### src/rtl/tick_period_monitor.sv
// tick_period_monitor: measures the clk_50mhz cycle count between rising
// edges of a single-cycle tick stream, checks each interval against
// EXPECTED_PERIOD +/- TOLERANCE, declares lock after LOCK_COUNT good
// intervals and flags out-of-range and missing ticks.
// Optional min/max period statistics: define TICK_PERIOD_STATS_EN.
module tick_period_monitor #(
    parameter int unsigned EXPECTED_PERIOD = 25_000_000,
    parameter int unsigned TOLERANCE       = 16,
    parameter int unsigned LOCK_COUNT      = 2,
    parameter int unsigned CNT_W           = 27
) (
    input  logic             clk_50mhz,
    input  logic             rst_n,
    input  logic             en,
    input  logic             tick_in,
    input  logic             clr_err,
    output logic [CNT_W-1:0] period_out,
    output logic             period_valid,
    output logic             locked,
    output logic             err_range,
    output logic             err_timeout,
    output logic             err_sticky,
    output logic [CNT_W-1:0] period_min,
    output logic [CNT_W-1:0] period_max
);

    // The counter holds (cycles since last edge - 1), so the interval ending
    // on the current cycle is cnt + 1 and the timeout fires when it reaches
    // 2*EXPECTED_PERIOD.
    localparam int unsigned TIMEOUT_CNT = 2 * EXPECTED_PERIOD - 1;
    localparam int unsigned RUN_W       = $clog2(LOCK_COUNT + 1);

    typedef enum logic [1:0] {
        IDLE    = 2'd0,
        ARMED   = 2'd1,
        MEASURE = 2'd2
    } state_t;

    state_t             state;
    state_t             state_nxt;
    logic [CNT_W-1:0]   cnt;
    logic [CNT_W-1:0]   cnt_nxt;
    logic [RUN_W-1:0]   run;
    logic [RUN_W-1:0]   run_nxt;
    logic               tick_d;
    logic               tick_edge;
    logic [CNT_W-1:0]   period_now;
    logic [CNT_W-1:0]   diff;
    logic               in_range;
    logic [CNT_W-1:0]   period_nxt;
    logic               valid_nxt;
    logic               locked_nxt;
    logic               range_nxt;
    logic               tmo_nxt;
    logic               sticky_nxt;

    // Rising-edge detect and range check of the interval ending this cycle
    always_comb begin
        tick_edge  = tick_in & ~tick_d;
        period_now = cnt + CNT_W'(1);
        if (period_now >= CNT_W'(EXPECTED_PERIOD)) begin
            diff = period_now - CNT_W'(EXPECTED_PERIOD);
        end else begin
            diff = CNT_W'(EXPECTED_PERIOD) - period_now;
        end
        in_range = (diff <= CNT_W'(TOLERANCE));
    end

    // Next-state and next-output logic; en=0 overrides everything
    always_comb begin
        state_nxt  = state;
        cnt_nxt    = cnt;
        run_nxt    = run;
        period_nxt = period_out;
        locked_nxt = locked;
        valid_nxt  = 1'b0;
        range_nxt  = 1'b0;
        tmo_nxt    = 1'b0;
        if (!en) begin
            state_nxt  = IDLE;
            cnt_nxt    = '0;
            run_nxt    = '0;
            locked_nxt = 1'b0;
        end else begin
            case (state)
                IDLE: begin
                    state_nxt = ARMED;
                    cnt_nxt   = '0;
                end
                ARMED: begin
                    if (tick_edge) begin
                        cnt_nxt   = '0;
                        state_nxt = MEASURE;
                    end
                end
                MEASURE: begin
                    if (tick_edge) begin
                        cnt_nxt    = '0;
                        valid_nxt  = 1'b1;
                        period_nxt = period_now;
                        if (in_range) begin
                            if (run < RUN_W'(LOCK_COUNT)) begin
                                run_nxt = run + RUN_W'(1);
                            end
                            locked_nxt = (run_nxt >= RUN_W'(LOCK_COUNT));
                        end else begin
                            range_nxt  = 1'b1;
                            run_nxt    = '0;
                            locked_nxt = 1'b0;
                        end
                    end else if (cnt == CNT_W'(TIMEOUT_CNT)) begin
                        tmo_nxt    = 1'b1;
                        run_nxt    = '0;
                        locked_nxt = 1'b0;
                        cnt_nxt    = '0;
                        state_nxt  = ARMED;
                    end else begin
                        cnt_nxt = cnt + CNT_W'(1);
                    end
                end
                default: begin
                    state_nxt = IDLE;
                    cnt_nxt   = '0;
                end
            endcase
        end
        // A strobe being issued or currently visible keeps the sticky flag set
        sticky_nxt = range_nxt | tmo_nxt | err_range | err_timeout |
                     (err_sticky & ~clr_err);
    end

    // State register and registered outputs
    always_ff @(posedge clk_50mhz or negedge rst_n) begin
        if (!rst_n) begin
            state        <= IDLE;
            cnt          <= '0;
            run          <= '0;
            tick_d       <= 1'b0;
            period_out   <= '0;
            period_valid <= 1'b0;
            locked       <= 1'b0;
            err_range    <= 1'b0;
            err_timeout  <= 1'b0;
            err_sticky   <= 1'b0;
        end else begin
            state        <= state_nxt;
            cnt          <= cnt_nxt;
            run          <= run_nxt;
            tick_d       <= tick_in;
            period_out   <= period_nxt;
            period_valid <= valid_nxt;
            locked       <= locked_nxt;
            err_range    <= range_nxt;
            err_timeout  <= tmo_nxt;
            err_sticky   <= sticky_nxt;
        end
    end

`ifdef TICK_PERIOD_STATS_EN
    // Min/max of completed intervals; a period arriving with clr_err restarts the stats
    always_ff @(posedge clk_50mhz or negedge rst_n) begin
        if (!rst_n) begin
            period_min <= '1;
            period_max <= '0;
        end else if (valid_nxt) begin
            if (clr_err) begin
                period_min <= period_now;
                period_max <= period_now;
            end else begin
                if (period_now < period_min) begin
                    period_min <= period_now;
                end
                if (period_now > period_max) begin
                    period_max <= period_now;
                end
            end
        end else if (clr_err) begin
            period_min <= '1;
            period_max <= '0;
        end
    end
`else
    assign period_min = '0;
    assign period_max = '0;
`endif

endmodule
### config.mk
export PLATFORM = sky130hd
export DESIGN_NAME = tick_period_monitor
export DESIGN_NICKNAME = d
export VERILOG_FILES = /design/src/rtl/tick_period_monitor.sv
export SDC_FILE = /design/constraint.sdc
export NUM_CORES = 1
export LEC_CHECK = 0
export CELL_PAD_IN_SITES_DETAIL_PLACEMENT = 1
export CELL_PAD_IN_SITES_GLOBAL_PLACEMENT = 2
export CORE_MARGIN = 8
export CORE_UTILIZATION = 34
export DETAILED_ROUTE_END_ITERATION = 12
export HOLD_SLACK_MARGIN = 0.08
export MAX_ROUTING_LAYER = met4
export PLACE_DENSITY_LB_ADDON = 0.1
export REMOVE_ABC_BUFFERS = 1
export SYNTH_ARGS = -nofsm -noshare
export SYNTH_HDL_FRONTEND = slang
export SYNTH_SLANG_ARGS = --single-unit
### constraint.sdc
create_clock -name clk_50mhz -period 6.1 [get_ports clk_50mhz]
set_input_delay 0.915 -clock clk_50mhz [delete_from_list [all_inputs] [get_ports clk_50mhz]]
set_output_delay 0.915 -clock clk_50mhz [all_outputs]
set_load 0.005 [all_outputs]
==> run_results.csv <==
group,metric,value,unit
run_status,outcome,"completed",
logic_synthesis,netlist_area,5000,um2
detailed_routing,drtAntennaViolNets,0,
logic_synthesis,ys_warn_count,0,
placement,port_buffers,36,
clock_tree,htree_levels,3,
critical_path,critical_path.cell_chain,"ha_1 > and2_1 > nand4_1 > xnor2_1 > clkinv_1 > ha_1 > a41oi_1 > nor2_1 > o31a_1 > or3_1 > a311o_1 > a32oi_1 > and4b_1 > o21ai_1",
final_layout,syn_to_final_growth,11.9,%
clock_tree,cts_tree,"yes",
critical_path,slowest_delay,610,ps
clock_tree,cts_root_buffer,"clkbuf_16",
die,core-area,14500,um2
final_layout,nets,654,
clock_tree,cts_hold_buf,0,
power_and_ir_drop,power_density,170,nW/um2
global_routing,grt_pass1_vias,4683,
detailed_routing,drcViolationCount,0,
critical_path,critPathRequiredTime,6280,ps
logic_synthesis,ys_types,74,
critical_path,ff2ff_path_depth,14,
critical_path,arrival,5200,ps
run,maxCapViolCount,0,
logic_synthesis,ys.flop_type,"dfrtp_1",
clock_tree,clock-sinks,63,
sta,drv_slew,0,
global_routing,grt_pass1_wl,27.0,mm
sta,tightest_slew,1030,ps
die,die_width,137,um
global_routing,antenna_found_initial,0,
critical_path,crit_type,"register to register",
final_layout,fill_cells,1746,
placement,gp_congestion,0.964,
clock_tree,cts.repair.resized,0,
sta,clock_skew,6.06,ps
critical_path,crit_path_start_kind,"register",
die,dieHeight,137,um
final_layout,fin_cells,831,
die,pin_count,91,
logic_synthesis,async_flop_share,100,%
detailed_routing,first_pass_iters,4,
critical_path,crit_path_end_kind,"register",
detailed_routing,initialDrtViolationCount,311,
critical_path,reg2reg_slack,1080,ps
clock_tree,path_clk_slew,50,ps
placement,place_inst,816,
final_layout,top_regs,"cnt (27), period_out (27), state (2)",
critical_path,path_max_fanout,11,
clock_tree,post-cts-setup-buffers,0,
critical_path,timing.rr.start,"cnt[0]",
sta,fin_setup_tns,0,ps
detailed_routing,wl,17.1,mm
critical_path,reg2reg_to,"err_sticky",
die,rows,44,
logic_synthesis,ys_ff_latch,63,
critical_path,worstSetupStartpoint,"cnt[0]",
min_path,hold_path.class,"register to register",
placement,post_dp_cell_area,5320,um2
final_layout,drive_gt1_share,6.96,%
sta,max_slew_margin,31.1,%
die,dieArea,18800,um2
logic_synthesis,synth_edf_count,0,
detailed_routing,vias_per_cell,5.58,
global_routing,grt_overflow,0,
critical_path,crit_top_cell,"ha_1",
final_layout,fin_util,38.6,%
power_and_ir_drop,leakage,2.26,nW
final_layout,fin_area,5600,um2
sta,finalCriticalPeriod,5020,ps
sta,holdWs,477,ps
logic_synthesis,syn_area_per_cell,8.08,um2
die,start_util,34.5,%
sta,clock.fmax,0.199,GHz
clock_tree,worstSkewPairLatency,340,ps
logic_synthesis,yosysSeqAreaShare,31.5,%
global_routing,grt.total_usage,19.3,%
final_layout,antenna_cells,0,
logic_synthesis,synthCells,619,
sta,setup_viol,0,
sta,rsz0062_at_grt,"false",
placement,dp_hpwl,13.2,mm
sta,min_period_over_period,82.2,%
critical_path,slowest_stage,"a41oi_1",
detailed_routing,vias,4635,
global_routing,grt_max_degree,64,
sta,hold_violations,0,
detailed_routing,drt-wirelength-per-cell,20.6,um
clock_tree,cts_buffer_depth,2,
critical_path,crit_end,"err_sticky",
power_and_ir_drop,ir_worst_vdd,109,uV
clock_tree,numCtsBuffers,9,
[per-layer routing]
layer | part of all wire [%] | routed length (um) | global-route usage [%] | vias to the layer above
li1 | - | - | - | 2190
met2 | 46 | 7850 | 29.4 | 139
met3 | 6.3 | 1080 | 3.46 | 22
met1 | 45 | 7760 | 24.7 | 2284
met5 | 0 | 0 | - | -
met4 | 2.3 | 396 | 7.79 | 0
[critical path: cells and delay by family (launching register included)]
kind | cells | cell delay (ps)
AOI/OAI and AO/OA | 5 | 1590
and+or+nand+nor | 5 | 1220
adders and majority gates | 2 | 750
DFF | 1 | 510
xor gates and xnor gates | 1 | 430
buffers and inverters | 1 | 360
[cell type report]
class | count | area, um2 | area share [%]
Tap cell | 184 | 230 | 4.11
Multi-Input combinational cell | 508 | 3020 | 54.0
Sequential cell | 63 | 1580 | 28.2
Timing Repair Buffer | 47 | 438 | 7.83
Clock buffer | 15 | 278 | 4.96
Inverter | 14 | 52.6 | 0.939
[cell usage after synthesis, types with 4 or more instances]
cell type,number,area [um2]
nand2_1,73,274
xnor2_1,23,201
o211ai_1,4,30.0
inv_1,13,48.8
or3_1,9,56.3
a21oi_1,15,75.1
mux2i_1,4,40.0
nor2b_1,6,37.5
clkbuf_1,21,78.8
nor3_1,19,95.1
nor4b_1,5,43.8
dfrtp_1,63,1580
nor2_1,44,165
o31a_1,6,52.6
o21ai_0,68,340
nand3_1,19,95.1
nor4_1,15,93.8
or2_2,6,37.5
and4_1,7,61.3
o21a_1,7,52.6
ha_1,6,75.1
nand2b_1,7,43.8
a22o_1,5,43.8
buf_4,57,428
and2_1,7,43.8
xor2_1,10,87.6
and3_1,8,50.1
nand4_1,12,75.1
buf_2,7,35.0
[cell families (layout without fill, tap and decap cells)]
family          after synthesis  in the layout  synth area share, %
simple gates                251            251                 26.6
compound gates              158            158                 21.1
buf+inv                     101             76                 12.2
flops                        63             63                 31.5
xor+xnor                     33             33                 5.78
fa+ha+maj                     6              6                 1.50
mux                           6              6                 1.25
other cells                   1             54               0.0750
[cell usage in the layout (no fill, tap or decap), types with 4 or more instances in the layout]
cell	n
clkbuf_16	9
a22o_1	5
clkdlybuf4s50_1	35
o21ai_0	68
nand2b_1	7
and2_1	7
conb_1	54
and3_1	8
and4_1	7
ha_1	6
inv_1	13
nand3_1	18
xor2_1	10
nor3_1	19
xnor2_1	23
nor2_1	43
o211ai_1	4
nand4_1	12
nor2b_1	6
buf_4	11
nand2_1	73
dfrtp_1	63
nor4_1	15
o21a_1	7
nor4b_1	5
o31a_1	6
or3_1	9
or2_2	6
a21oi_1	15
mux2i_1	4
[how the worst min path moves through the flow]
stage                     slack [ps]  depth (start not counted)        endpoint           start
after floorplan                  470                          2   period_out[1]   period_out[1]
after global placement           460                          2   period_out[3]   period_out[3]
after CTS                        480                          2  period_out[10]  period_out[10]
after global routing             510                          2  period_out[10]  period_out[10]
final                            480                          2  period_out[10]  period_out[10]
after detailed placement         470                          2  period_out[10]  period_out[10]
[report_power, final]
part,internal (W),total [W],switching [W]
combinational,0.00000956,0.0000394,0.0000298
sequential,0.000421,0.000424,0.00000236
clock,0.000306,0.000487,0.000181
total,0.000737,0.000950,0.000213
[per-stage QoR]
stage	setup WS, ps	total power, W
floorplan	2160	0.000447
global placement	1470	0.000469
detailed placement	1170	0.000470
CTS	1150	0.000964
global route	615	0.000988
finish	1080	0.000950
(Power assumes the default switching activity.)
